File: src/rtl/number_rom_arbiter.sv
// number_rom_arbiter: shares the single numbers glyph ROM between the score and
// time display controllers. Grants are one-hot (or zero), a burst counter keeps
// one controller from starving the other, and the ROM return path carries the
// owner that issued each address so a grant switch never mislabels a pixel.
// Optional build macro: ARB_ROUND_ROBIN_EN -- IDLE ties go to the requester that
// was not served most recently; without it score always wins IDLE ties.
module number_rom_arbiter #(
    parameter int NUM_W     = 4,
    parameter int CNT_W     = 8,
    parameter int MAX_BURST = 16
) (
    input  logic             clock_25,
    input  logic             reset,
    input  logic             req_score,
    input  logic             req_time,
    input  logic [NUM_W-1:0] score_number,
    input  logic [NUM_W-1:0] time_number,
    input  logic [CNT_W-1:0] score_count,
    input  logic [CNT_W-1:0] time_count,
    input  logic             rom_pixel,
    output logic             gnt_score,
    output logic             gnt_time,
    output logic [NUM_W-1:0] selected_number,
    output logic [CNT_W-1:0] number_count,
    output logic             pixel_valid,
    output logic             pixel_out,
    output logic             pixel_owner
);

    typedef enum logic [1:0] {
        IDLE  = 2'b00,
        OWN_S = 2'b01,
        OWN_T = 2'b10
    } state_t;

    // Last owned cycle index before a waiting requester forces a switch.
    localparam logic [7:0] BURST_LAST = 8'(MAX_BURST - 1);

    state_t     state_r;
    state_t     next_state_s;
    logic [7:0] burst_r;
    logic       burst_done_s;
    logic       tie_pick_time_s;
    logic       issue_score_s;
    logic       issue_time_s;
    logic       issue_s;

    assign burst_done_s  = (burst_r == BURST_LAST);
    assign issue_score_s = (state_r == OWN_S) && req_score;
    assign issue_time_s  = (state_r == OWN_T) && req_time;
    assign issue_s       = issue_score_s || issue_time_s;

`ifdef ARB_ROUND_ROBIN_EN
    // 0 = score served most recently, 1 = time; reset to time so score wins first.
    logic last_owner_r;

    // Track the most recently served requester for fair IDLE tie-breaking.
    always_ff @(posedge clock_25) begin
        if (reset) begin
            last_owner_r <= 1'b1;
        end else if (state_r == OWN_S) begin
            last_owner_r <= 1'b0;
        end else if (state_r == OWN_T) begin
            last_owner_r <= 1'b1;
        end else begin
            last_owner_r <= last_owner_r;
        end
    end

    assign tie_pick_time_s = ~last_owner_r;
`else
    assign tie_pick_time_s = 1'b0;
`endif

    // Next-state decision: request drop beats the burst limit, no IDLE bubble on hand-over.
    always_comb begin
        next_state_s = state_r;
        case (state_r)
            IDLE: begin
                if (req_score && req_time) begin
                    next_state_s = tie_pick_time_s ? OWN_T : OWN_S;
                end else if (req_score) begin
                    next_state_s = OWN_S;
                end else if (req_time) begin
                    next_state_s = OWN_T;
                end else begin
                    next_state_s = IDLE;
                end
            end
            OWN_S: begin
                if (!req_score) begin
                    next_state_s = req_time ? OWN_T : IDLE;
                end else if (req_time && burst_done_s) begin
                    next_state_s = OWN_T;
                end else begin
                    next_state_s = OWN_S;
                end
            end
            OWN_T: begin
                if (!req_time) begin
                    next_state_s = req_score ? OWN_S : IDLE;
                end else if (req_score && burst_done_s) begin
                    next_state_s = OWN_S;
                end else begin
                    next_state_s = OWN_T;
                end
            end
            default: begin
                next_state_s = IDLE;
            end
        endcase
    end

    // Arbiter state, registered grants and the saturating burst counter.
    always_ff @(posedge clock_25) begin
        if (reset) begin
            state_r   <= IDLE;
            gnt_score <= 1'b0;
            gnt_time  <= 1'b0;
            burst_r   <= 8'd0;
        end else begin
            state_r   <= next_state_s;
            gnt_score <= (next_state_s == OWN_S);
            gnt_time  <= (next_state_s == OWN_T);
            if ((next_state_s == IDLE) || (next_state_s != state_r)) begin
                burst_r <= 8'd0;
            end else if (!burst_done_s) begin
                burst_r <= burst_r + 8'd1;
            end else begin
                burst_r <= burst_r;
            end
        end
    end

    // ROM address mux: only an owner that is still requesting drives the ROM.
    always_comb begin
        selected_number = {NUM_W{1'b0}};
        number_count    = {CNT_W{1'b0}};
        if (reset) begin
            selected_number = {NUM_W{1'b0}};
            number_count    = {CNT_W{1'b0}};
        end else if (issue_score_s) begin
            selected_number = score_number;
            number_count    = score_count;
        end else if (issue_time_s) begin
            selected_number = time_number;
            number_count    = time_count;
        end else begin
            selected_number = {NUM_W{1'b0}};
            number_count    = {CNT_W{1'b0}};
        end
    end

    // Return path: the owner travels with the read so a grant switch cannot relabel it.
    always_ff @(posedge clock_25) begin
        if (reset) begin
            pixel_valid <= 1'b0;
            pixel_owner <= 1'b0;
        end else begin
            pixel_valid <= issue_s;
            pixel_owner <= (state_r == OWN_T);
        end
    end

    assign pixel_out = pixel_valid & rom_pixel;

endmodule
File: config.mk
export PLATFORM = sky130hd
export DESIGN_NAME = number_rom_arbiter
export DESIGN_NICKNAME = d
export VERILOG_FILES = /design/src/rtl/number_rom_arbiter.sv
export SDC_FILE = /design/constraint.sdc
export NUM_CORES = 1
export LEC_CHECK = 0
export CAP_MARGIN = 30
export CORE_MARGIN = 8
export CORE_UTILIZATION = 38
export CTS_CLUSTER_DIAMETER = 50
export DETAILED_ROUTE_END_ITERATION = 8
export PLACE_DENSITY = 0.81
export SLEW_MARGIN = 20
export SYNTH_ARGS = -nofsm -noshare
export SYNTH_HDL_FRONTEND = slang
export SYNTH_SLANG_ARGS = --single-unit
File: constraint.sdc
create_clock -name clock_25 -period 1.82 [get_ports clock_25]
set_input_delay 0.455 -clock clock_25 [delete_from_list [all_inputs] [get_ports clock_25]]
set_output_delay 0.455 -clock clock_25 [all_outputs]
set_load 0.005 [all_outputs]
---- Word-level counts from Yosys, hierarchy flattened ----
Index checks and enable logic that the tools add are counted.
operators by class
  reduce and logical (&&, ||, !) cells .... 10
  bitwise logic cells ..................... 1
  muxes and demuxes ....................... 15
  equal/unequal tests ..................... 6
  add/sub/neg operators ................... 1
operator list
  kind                 count
  $mux 8               3
  $mux 2               7
  $mux 4               3
  $add 8x1->8 const B  1
  $eq 8x4->1 const B   1
  $pmux 2 s3           1
  $logic_and 1x1->1    5
  $eq 2x1->1 const B   2
  $eq 2x2->1 const B   2
  $logic_not 2->1      2
  $logic_or 1x1->1     2
  $ne 2x2->1           1
  $reduce_or 2->1      1
  $and 1x1->1          1
  $mux 1               1
storage, ports and cells
  flip-flop bits (word level) ............. 14
  word-level logic and storage cells ...... 39
  input port bits ......................... 29
  output and inout bits ................... 17

---- Depth between registers and ports, before layout ----
  word-level depth ........................ 8
  mapped depth ............................ 5
  depth with buffers taken out ............ 4

---- Worst setup path after synthesis ----
No wires, ideal clock.
  path type ............................... reg2reg
  start point ............................. register burst_r[0]
  end point ............................... register burst_r[0]
  data required time ...................... 1.741 ns
  clock period less this slack ............ 1.536 ns
  setup slack ............................. 0.284 ns
  setup time .............................. 0.079 ns
  buffers on the path ..................... 1
  arrival time ............................ 1.457 ns
  stages on the path, launching flop included .. 6
  cells stage by stage .................... dfxtp_1 ha_1 and3_4 buf_6 a221o_2 a211oi_2
on the way
  longest elaborated chain between the ends .. 8
  elaborated cells between the ends (all ways) .. 13
  those cells by class .................... add/sub: 1; eq/ne: 2; mux: 5; reduce/logical: 5
RTL lines
  item                                           line     RTL
  from (decl)                                    41       logic [7:0] burst_r;
  from (signal assigned)                         128      burst_r <= burst_r + 8'd1;
  from (signal assigned)                         130      burst_r <= burst_r;
  $eq 8x4->1                                     48       assign burst_done_s = (burst_r == BURST_LAST);
  $logic_and 1x1->1, on equally long branches    102, 93
  $mux 2, on equally long branches               102, 93
  $mux 2, on equally long branches               100, 91
  $pmux 2 s3                                     78       case (state_r)
  $ne 2x2->1 or $logic_not 2->1 (tied branches)  125      if ((next_state_s == IDLE) || (next_state_s != state_r)) begin
  $logic_or 1x1->1                               125
  $reduce_or 2->1 (no source line)               --
Several ways; a longest one is shown, not always the timed one.
A chain may end at the register's enable or synchronous reset.

---- Worst setup path after layout ----
  start point ............................. register state_r[1]
  end point ............................... output number_count[0]
on the way
  longest elaborated chain between the ends .. 5
  elaborated cells between the ends (all ways) .. 7
  those cells by class .................... eq/ne: 2; mux: 3; reduce/logical: 2
RTL lines
  item                    line  RTL
  from (decl)             39    state_t state_r;
  from (signal assigned)  122   state_r <= next_state_s;
  $eq 2x2->1              50    assign issue_time_s = (state_r == OWN_T) && req_time;
  $logic_and 1x1->1       50
  $mux 8                  145   end else if (issue_time_s) begin
  $mux 8 (*)              142   end else if (issue_score_s) begin
  $mux 8 (*)              139   if (reset) begin
  to (decl)               24    output logic [CNT_W-1:0] number_count,
Every way passes the cells marked *; elsewhere a longest branch is shown, timed or not.

==> out/results.ini <==
[run_status]
status=finished, violations left
violations=setup timing

[power]
p_leak_nw=0.642
p_per_area_mw_per_mm2=483
fin_total_pwr_uw=723
ir_worst_vdd_mv=0.440

[routing]
vias=1064
ant_nets=0
drc=0
drt_first_iter_violations=51
wire_per_inst_um=16.4
first_pass_iters=4
finalWirelength_um=3170
routed_via_density=5.51

[place]
dp_hpwl_um=2230
place.gp.congestion=0.817
io_buffers=45

[synth]
synth_edf_count=0
synth-simple-area-share_pct=33.7
synth-seq-cells=14
syn_area_um2=861
synthTopCellsByArea=dfxtp_1 33%, nand2_1 13%, a21oi_1 8.1%
yosysSeqAreaShare_pct=32.6
synth_cells=108
yosys.area_share.xor_xnor_pct=1.02
synthMuxAreaShare_pct=0
syn_area_per_cell_um2=7.97
synth-main-ff-cell=dfxtp_1
async_flop_share_pct=0
synth_compound_area_share_pct=27.3
syn_nets=138
synth_largest_area_cell=dfxtp_1
netlist.area_leader.share_pct=32.6
synth_top_family_by_area=simple AND/OR/NAND/NOR gates
synth.distinct_cells=32
ys_warn_count=0
synth-adder-area-share_pct=1.45

[floorplanning]
fp-row-count=17
core_mm2=0.00217
die_h_um=63.6
die_x_um=63.6
io_pins=46
die_area_mm2=0.00404
initial_utilization_pct=39.7

[setup_path]
slowest_stage=dfxtp_4
path_max_fanout=7
path_class=reg2out
reg2regPathDepth=4
rr_endpoint=burst_r[0]
path_cells=nand3b_4, a21o_4, buf_6, a21oi_2, buf_2
cp_num_buf_inv=2
cp.depth=5
critPathRequiredTime_ns=1.36
arrival_ns=1.43
startpoint=state_r[1]
crit_family=flip-flops
r2r_setup_slack_ns=0.21
slowest_delay_ns=0.37
regToRegStartpoint=burst_r[0]
start_kind=flip-flop
crit_path_end_kind=output port

[clock_tree]
cts_tree=done
cts_inserted_buffers=3
cts-htree-levels=1
clkSinkCount=14
root_buffer=clkbuf_4
clk_pin_slew_worst_paths_ns=0.08
clk_latency_ns=0.29
clock_path_buffers=2
hold_buffers=0

[timing]
grt_setup_unrepaired=true
relSlewSlack_pct=74.6
finalSetupViolCount=11
post-route-min-period_ns=1.89
fin_ws_ns=-0.0685
finalSetupTns_ns=-0.497
worstMarginPinSlew_ns=0.379
drv_slew=0
clock_skew_ns=0.00117
fmax_mhz=530
hold_viol=0
min_period_over_period_pct=104

[global_route]
grt_pass1_wl_um=4800
grt_pass1_vias=1035
grt_antenna_before_repair=0
grt_max_degree=15
gr-usage-all-layers_pct=14.3
grt_overflow=0

[layout]
area_delta_synth_final_pct=73.8
num_antenna_cells=0
drive_above_1_share_pct=34.5
nets=196
fill_cells=176
most-common-layout-cells=29 x clkdlybuf4s50_1, 24 x nand2_1, 12 x dfxtp_1, 12 x buf_2
final_core_util_pct=69.0
layout_commonest_cell=clkdlybuf4s50_1

[min_path]
min-delay-path-class=reg2reg
min_from=burst_r[1]
hold_end=burst_r[1]
min_path_cells=2

[flow_run]
maxCapViolCount=0

-- worst reg2reg max path, delay by kind of cell, from the launching register on --
kind                     cells  cell delay [ns]
AND/OR/NAND/NOR              1             0.23
flip-flops                   1             0.36
adder cells (fa/ha/maj)      1             0.27
AO/OA/AOI/OAI                2             0.68
-- Yosys cell counts (2+ instances only) --
cell	n
a22oi_1	7
o21ai_1	2
dfxtp_1	14
a21oi_1	14
inv_1	2
o21ai_0	3
a31oi_1	2
or3_1	3
nand3_1	5
nand2_1	30
nand3b_4	2
a311oi_1	2
buf_2	3
-- state kept, by name, indices dropped and copies added, names as in the netlist --
signal,count
gnt_time,1
burst_r,8
state_r,2
pixel_owner,1
pixel_valid,1
gnt_score,1
-- cells by family (layout without fill, tap and decap cells) --
| kind of cell | Yosys count | in the layout |
|---|---|---|
| buffers and inverters | 6 | 62 |
| flip-flops | 14 | 14 |
| adder cells (fa/ha/maj) | 1 | 1 |
| XOR/XNOR | 1 | 1 |
| AND/OR/NAND/NOR | 50 | 50 |
| AO/OA/AOI/OAI | 36 | 37 |
-- how the worst max path moves through the flow --
stage                      end  slack, ns
2_1_floorplan       burst_r[0]       0.28
5_1_grt        number_count[0]      -0.14
3_5_place_dp   number_count[5]      -0.77
3_3_place_gp   number_count[2]      -0.73
4_1_cts        number_count[5]      -0.08
6_report       number_count[0]      -0.07
-- final cells by class --
class / count / area, um2 / area share [%]
sequential: 14 / 285 / 19.1
multi-input combinational: 89 / 632 / 42.2
timing repair buffer: 56 / 500 / 33.4
clock buffer: 4 / 36.3 / 2.42
tap: 28 / 35.0 / 2.34
inverter: 2 / 7.51 / 0.502
-- metal layers --
metal	vias up	wire length, um	global-route usage (%)
met5	-	0	0
met4	0	41	5.29
met3	7	296	4.59
met2	52	1430	23.6
met1	492	1390	16.9
li1	513	-	-
-- report_power, final --
group	internal [mW]	leakage [nW]	switching, mW
registers	0.314	0.115	0.00723
logic	0.105	0.507	0.0674
clock network	0.122	0.0210	0.107
total	0.541	0.642	0.182
-- metrics by stage --
stage	instances	cell area (um2)	hold WS (ns)	setup slack, ns
floorplan	108	861	0.479	0.284
global route	193	1500	0.580	-0.142
finish	193	1500	0.543	-0.0685
global placement	185	1390	0.491	-0.728
CTS	192	1440	0.545	-0.0771
detailed placement	185	1390	0.519	-0.771
-- what timing repair did --
item	in CTS	in global routing
gates cloned	1	0
resized for setup	63	21
pin swaps	0	9
buffers inserted	2	2
setup endpoints to repair	13	11
No activity file was read; power rests on OpenSTA's default activity.
